$ cat src/rtl/pll_wb_reconfig_ctrl.sv
// Wishbone reconfiguration master for a PLL register port: single reads and
// read-modify-write updates with readback verification and strobe timeout.
module pll_wb_reconfig_ctrl #(
  parameter int unsigned TIMEOUT_CYC = 64
) (
  input  logic       PLLCLK,
  input  logic       RST_N,
  input  logic       CFG_REQ,
  input  logic       CFG_WE,
  input  logic [4:0] CFG_ADDR,
  input  logic [7:0] CFG_WDATA,
  input  logic [7:0] CFG_MASK,
  output logic       CFG_BUSY,
  output logic       CFG_DONE,
  output logic       CFG_ERR,
  output logic [7:0] CFG_RDATA,
  output logic       PLLSTB,
  output logic       PLLWE,
  output logic [4:0] PLLADDR,
  output logic [7:0] PLLDATI,
  input  logic [7:0] PLLDATO,
  input  logic       PLLACK
);

  typedef enum logic [2:0] {IDLE, RD, WR, VFY, FIN} state_t;

  // Every output is a field of this register, so all outputs come straight from flops.
  typedef struct packed {
    state_t     state;
    logic       we;
    logic [7:0] mask;
    logic [7:0] wdata;
    logic [7:0] cnt;
    logic       busy;
    logic       done;
    logic       err;
    logic [7:0] rdata;
    logic       stb;
    logic       pwe;
    logic [4:0] paddr;
    logic [7:0] pdati;
  } regs_t;

  localparam logic [7:0] TO_LAST = 8'(TIMEOUT_CYC - 1);

  regs_t q, d;
  logic  launch;
  logic  timeout;

  // NOTE: sequential state uses non-blocking assignments so every flop samples
  // the pre-edge values; blocking here would create order-dependent races.
  always_ff @(posedge PLLCLK or negedge RST_N) begin
    if (!RST_N) q <= '0;
    else        q <= d;
  end

  // NOTE: every field of d gets a value before any branch (d = q), so no
  // path through this block can leave a variable unassigned and infer a latch.
  always_comb begin
    d       = q;
    d.done  = 1'b0;
    launch  = 1'b0;
    timeout = q.stb && !PLLACK && (q.cnt == TO_LAST);

    unique case (q.state)
      IDLE: begin
        if (CFG_REQ) begin
          d.we    = CFG_WE;
          d.mask  = CFG_MASK;
          d.wdata = CFG_WDATA;
          d.paddr = CFG_ADDR;
          d.busy  = 1'b1;
          launch  = 1'b1;
          if (CFG_WE && CFG_MASK == 8'hFF) begin
            d.state = WR;
            d.pwe   = 1'b1;
            d.pdati = CFG_WDATA;
          end else begin
            d.state = RD;
            d.pwe   = 1'b0;
          end
        end
      end

      RD, WR, VFY: begin
        if (!q.stb) begin
          // Strobe was low for one cycle after the previous access; start this one.
          launch = 1'b1;
          d.pwe  = (q.state == WR);
        end else if (PLLACK) begin
          d.stb = 1'b0;
          d.pwe = 1'b0;
          if (q.state == RD && q.we && q.mask != 8'h00) begin
            d.state = WR;
            d.pdati = (PLLDATO & ~q.mask) | (q.wdata & q.mask);
          end else if (q.state == WR) begin
            d.state = VFY;
          end else begin
            d.state = FIN;
            d.done  = 1'b1;
            d.rdata = PLLDATO;
            d.err   = (q.state == VFY) && (((PLLDATO ^ q.wdata) & q.mask) != 8'h00);
          end
        end else if (timeout) begin
          d.stb   = 1'b0;
          d.pwe   = 1'b0;
          d.state = FIN;
          d.done  = 1'b1;
          d.err   = 1'b1;
          d.rdata = 8'h00;
        end
      end

      FIN: begin
        d.state = IDLE;
        d.busy  = 1'b0;
      end

      default: d = '0;
    endcase

    // Timeout counter restarts on every strobe rise and runs while the strobe is high.
    if (launch) begin
      d.stb = 1'b1;
      d.cnt = '0;
    end else if (q.stb) begin
      d.cnt = q.cnt + 8'd1;
    end
  end

  assign CFG_BUSY  = q.busy;
  assign CFG_DONE  = q.done;
  assign CFG_ERR   = q.err;
  assign CFG_RDATA = q.rdata;
  assign PLLSTB    = q.stb;
  assign PLLWE     = q.pwe;
  assign PLLADDR   = q.paddr;
  assign PLLDATI   = q.pdati;

endmodule

$ cat config.mk
export PLATFORM = sky130hd
export DESIGN_NAME = pll_wb_reconfig_ctrl
export DESIGN_NICKNAME = d
export VERILOG_FILES = /design/src/rtl/pll_wb_reconfig_ctrl.sv
export SDC_FILE = /design/constraint.sdc
export NUM_CORES = 1
export LEC_CHECK = 0
export BUFFER_PORTS_ARGS = -buffer_cell sky130_fd_sc_hd__buf_2
export CAP_MARGIN = 10
export CORE_UTILIZATION = 50
export DETAILED_ROUTE_END_ITERATION = 8
export HOLD_SLACK_MARGIN = 0.06
export PLACE_DENSITY = 0.74
export SYNTH_ARGS = -nofsm -noshare
export SYNTH_HDL_FRONTEND = slang
export SYNTH_SLANG_ARGS = --single-unit
$ cat constraint.sdc
create_clock -name PLLCLK -period 2.2 [get_ports PLLCLK]
set_input_delay 0.66 -clock PLLCLK [delete_from_list [all_inputs] [get_ports PLLCLK]]
set_output_delay 0.66 -clock PLLCLK [all_outputs]
set_load 0.05 [all_outputs]
; Word level (Yosys, flattened, before mapping)
; Cells that the tools add are included.
; W data, S select, Z words.
[totals]
out_inout_bits = 26
regBits = 54
inputBits = 34
elab_cells = 95
[classes]
n_reduce_logical = 20
mux = 34
addsub = 1
n_bitwise = 10
eq_ne = 17
[ops]
columns = op, n
row1 = $mux W8, 7
row2 = $pmux W17 S2, 1
row3 = $and A8 B8 Y8, 3
row4 = $mux W12, 2
row5 = $pmux W8 S3, 1
row6 = $pmux W11 S2, 1
row7 = $mux W10, 2
row8 = $mux W20, 1
row9 = $reduce_bool A8 Y1, 2
row10 = $mux W3, 5
row11 = $mux W14, 1
row12 = $mux W11, 1
row13 = $ne A2 B2 Y1 const B, 5
row14 = $pmux W5 S2, 1
row15 = $ne A3 B3 Y1 const B, 3
row16 = $add A8 B1 Y8 const B, 1
row17 = $eq A8 B6 Y1 const B, 1
row18 = $eq A8 B8 Y1 const B, 1
row19 = $not A8 Y8, 1
row20 = $or A8 B8 Y8, 1
row21 = $xor A8 B8 Y8, 1
row22 = $eq A3 B2 Y1 const B, 2
row23 = $logic_and A1 B1 Y1, 6
row24 = $mux W1, 6
row25 = other kinds (20), 26

; Longest topological paths before layout
[logic_depth]
ltp_word = 10
ltp_mapped = 7
mapped_depth_nobuf = 5

; Least setup slack after synthesis
; No wires, ideal clock.
[synth_path]
path_type = register -> register
startpoint = reg q, in the netlist PLLSTB
endpoint = reg q, in the netlist CFG_ERR
required_time_ns = 2.074
path_slack_ns = 0.271
stages_incl_launch_ff = 7
n_path_buf = 2
arrival_time_ns = 1.803
path_cell_list = dfrtp_1 -> clkbuf_1 -> nor2b_1 -> a21oi_1 -> a21o_1 -> buf_6 -> a221o_1
[synth_between]
elab_chain_len = 4
word_cells_on_any_way = 5
cone_classes = 2 x eq/ne / 3 x reduce/logical
[synth_rtl]
columns = item, line_no
row1 = from (decl), 46  ; regs_t q, d;
row2 = from (signal assigned), 53  ; if (!RST_N) q <= '0;
row3 = from (signal assigned), 54  ; else q <= d;
row4 = $logic_and A1 B1 Y1 (2 in series), 63  ; timeout = q.stb && !PLLACK && (q.cnt == TO_LAST);
row5 = $ne A3 B3 Y1 (no source line), -
row6 = $reduce_and A5 Y1 (no source line) *, -
; Every way passes the cells marked *; elsewhere a longest branch is shown, timed or not.
; A chain may end at the register's enable or synchronous reset.

; Worst setup path after layout
[layout_path]
startpoint = reg q[46] in the netlist's numbering
endpoint = reg q, in the netlist PLLDATI[4]
[layout_between]
elab_chain_len = 7
word_cells_on_any_way = 12
cone_classes = 1 x eq/ne / 4 x mux / 4 x bitwise / 3 x reduce/logical
[layout_rtl]
columns = item, line_no
row1 = $not A8 Y8, 95  ; d.pdati = (PLLDATO & ~q.mask) | (q.wdata & q.mask);
row2 = $and A8 B8 Y8, 95
row3 = $or A8 B8 Y8, 95
row4 = $mux W8, 93  ; if (q.state == RD && q.we && q.mask != 8'h00) begin
row5 = $mux W8, 90  ; end else if (PLLACK) begin
row6 = $mux W8, 86  ; if (!q.stb) begin
row7 = $pmux W8 S3, 65  ; unique case (q.state)
; Several ways; a longest one is shown, not always the timed one. The select of a mux whose other input is x is not followed.

==> out/metrics.cfg <==
[pwr]
ir_drop_mv = 0.9377
power.density_mw_per_mm2 = 1659
leakage_uw = 0.001539
total_power_uw = 5201

[synthesis]
syn_area_mm2 = 0.002731
synth_nets = 280
yosys.cell_types.count = 43
yosysWarnings = 0
ys_seq_area_share_pct = 49.47
syn_area_per_cell_um2 = 11.15
ys_seq_elements = 54
synthCells = 245

[die]
die-area_mm2 = 0.005762
core_mm2 = 0.005172
die_h_um = 75.91
die_width_um = 75.91
initial_utilization_pct = 52.81
ios = 60
fp-row-count = 26

[flow_run]
maxCapViolations = 0

[cts]
cts_tree = built
cts_buffers = 5
clkSlewWorstSetupHoldPaths_ns = 0.10
cts_root_buf = clkbuf_8
clk-insertion-delay-late_ns = 0.31
cts-htree-levels = 2
cts_num_sinks = 54
postCtsSetupRepairBufs = 0
clockBufferDepth = 2
cts_resized = 0
ctsHoldBuffers = 0

[timing]
finalCritPeriodShare_pct = 94.28
setup_viol = 0
fin_skew_ns = 0.01086
worst_pin_slew_ns = 0.4777
hold_viol = 0
rsz0062_at_grt = false
slew_violations = 0
tns_ns = 0
min_period_ns = 2.074
max_freq_mhz = 482.1
relSlewSlack_pct = 67.91

[placement]
gp_congestion = 0.8419
place_hpwl_um = 4418
post_dp_cell_area_mm2 = 0.003025
io_buffers = 59
dp.cells = 357

[critical_path]
critical_path.startpoint = q[46]$_DFFE_PN0P_
reg2regPathDepth = 5
slowest_delay_ns = 0.56
r2r_slack_ns = 0.13
worstPathArrival_ns = 2.27
crit_path_start_kind = flip-flop
cpMaxStageDelayCell = or4_4
critPathCaptureType = flip-flop
r2r-end = PLLDATI[4]$_DFFE_PN0P_
critPathCapture = PLLDATI[4]$_DFFE_PN0P_
required_ns = 2.39
critPathMaxFanout = 8
path_class = reg -> reg
crit_chain = or4_4 > o21ai_4 > o21ai_0 > nand2_1 > mux2_2
worstReg2RegStart = q[46]$_DFFE_PN0P_

[detailed_routing]
highest_layer = met4
vias = 2026
drt-initial-drc-count = 168
wl_met3_um = 264
wl_met1_um = 2801
drc = 0
drt_pass1_iterations = 4
wl_per_cell_um = 16.41
antenna_left = 0
drt-total-wl_um = 5991
routed_via_density = 5.551
dr_wl_met2_um = 2892

[global_route]
grt_use_total_pct = 22.08
grt_first_pass_wirelength_um = 10050
antenna_found_initial = 0
first_global_vias = 2010
grt_max_degree = 55
overflow = 0

[layout]
areaGrowthSynthToFinish_pct = 14.80
finish.instance_area_mm2 = 0.003136
drive_above_1_share_pct = 33.90
antenna_cells = 0
nets = 329
fin_cells = 365
fill_cells = 442

[status]
status = completed

[min_path]
hold_class = in -> async

[registers in the layout, indices dropped and copies added (netlist names)]
signal	cells
CFG_BUSY	1
CFG_DONE	1
PLLSTB	1
PLLADDR	5
q	28
PLLWE	1
PLLDATI	8
CFG_RDATA	8
CFG_ERR	1
[worst min-delay path by stage]
stage                               endpoint  slack, ns  cells after the start
global placement    CFG_RDATA[2]$_DFFE_PN0P_       0.48                      1
CTS                        q[32]$_DFFE_PN0P_       0.34                      2
floorplan               CFG_BUSY$_DFFE_PN0P_       0.36                      0
global route               q[37]$_DFFE_PN0P_       0.35                      2
finish                PLLDATI[1]$_DFFE_PN0P_       0.33                      2
detailed placement  CFG_RDATA[4]$_DFFE_PN0P_       0.48                      1
[synth_stat cells]
cell / count / area share [%]
and3_1: 2 / 0.46
xnor2_1: 1 / 0.32
buf_1: 1 / 0.14
nand2_1: 11 / 1.5
or2_2: 1 / 0.23
nand3b_1: 1 / 0.27
nor3_1: 4 / 0.73
mux2_2: 10 / 4.1
a21oi_1: 3 / 0.55
nand4_1: 4 / 0.92
nor4_1: 1 / 0.23
ha_1: 1 / 0.46
a22oi_1: 4 / 1.1
and4bb_2: 1 / 0.46
nor2_1: 18 / 2.5
inv_1: 3 / 0.41
or3_2: 1 / 0.27
a32o_1: 1 / 0.37
o21ai_1: 1 / 0.18
nand2_2: 1 / 0.23
buf_2: 3 / 0.55
clkbuf_1: 5 / 0.69
a221o_1: 1 / 0.37
or2_1: 2 / 0.46
dfrtp_1: 54 / 49
a22o_1: 29 / 9.3
nor4_4: 1 / 0.78
nand2b_1: 1 / 0.23
a21o_1: 1 / 0.27
nand3_1: 4 / 0.73
or3_1: 4 / 0.92
nor2b_1: 2 / 0.46
buf_4: 22 / 6.0
xor2_1: 13 / 4.2
mux2i_1: 10 / 3.7
or4_4: 2 / 0.82
buf_6: 1 / 0.41
a21boi_0: 1 / 0.27
a22o_2: 1 / 0.37
o21ai_0: 8 / 1.5
o21ai_4: 1 / 0.60
a211oi_1: 8 / 2.2
and4_1: 1 / 0.32
[per-layer routing]
metal / track usage [%] / up-vias
met5: 0 / -
met3: 4.819 / 5
met1: 31.14 / 1008
li1: - / 965
met4: 4.615 / 0
met2: 35.18 / 48
[layout make-up]
cell class | count | area (um^2) | area share (%)
timing repair buffer | 74 | 420.4 | 13.41
multi-input combinational | 156 | 1155 | 36.83
clock buffer | 6 | 72.57 | 2.314
sequential | 54 | 1351 | 43.10
clock inverter | 2 | 37.54 | 1.197
inverter | 3 | 11.26 | 0.3591
tap | 70 | 87.58 | 2.793
[through the flow]
step / worst slack (ns) / hold slack, ns / util [%]
floorplan: 0.2706 / 0.3644 / -
global placement: 0.08795 / 0.4787 / 58.49
detailed placement: 0.02983 / 0.4777 / 58.49
CTS: 0.1210 / 0.3445 / 60.62
global route: 0.004475 / 0.3543 / 60.62
finish: 0.1258 / 0.3343 / 60.62
[placed cells by master (no fill, tap or decap), drive strengths merged, types with 2 or more instances in the layout]
master | synthesis | routed
a21oi | 3 | 3
clkbuf | 5 | 6
and3 | 2 | 2
nand4 | 4 | 4
buf | 27 | 74
mux2i | 10 | 10
nor2 | 18 | 18
mux2 | 10 | 10
nor3 | 4 | 4
nand3 | 4 | 4
or3 | 5 | 5
nand2 | 12 | 12
xor2 | 13 | 13
nor4 | 2 | 2
or4 | 2 | 2
inv | 3 | 3
a22o | 30 | 30
a211oi | 8 | 8
nor2b | 2 | 2
a22oi | 4 | 4
o21ai | 10 | 10
or2 | 3 | 3
dfrtp | 54 | 54
[cell families (layout without fill, tap and decap cells)]
group | count (synthesis) | after routing | share of synthesized area (%)
and+or+nand+nor | 62 | 62 | 12.51
buffers and inverters | 35 | 85 | 8.245
adders and majority gates | 1 | 1 | 0.4580
xor gates and xnor gates | 14 | 14 | 4.489
AOI/OAI and AO/OA | 59 | 59 | 17.04
DFF | 54 | 54 | 49.47
muxes | 20 | 20 | 7.788
[critical path: cells and delay by family (launching register included)]
family,cells,cell delay (ns)
DFF,1,0.41
muxes,1,0.38
and+or+nand+nor,2,0.87
AOI/OAI and AO/OA,2,0.30
[where the power goes]
| group | total [uW] | internal [uW] | leakage, uW | switching, uW |
|---|---|---|---|---|
| Clock | 660 | 340 | 0.0000514 | 320 |
| Sequential | 1740 | 1410 | 0.000684 | 335 |
| Combinational | 2800 | 1060 | 0.000804 | 1740 |
Power figures use the tool's default switching activity.
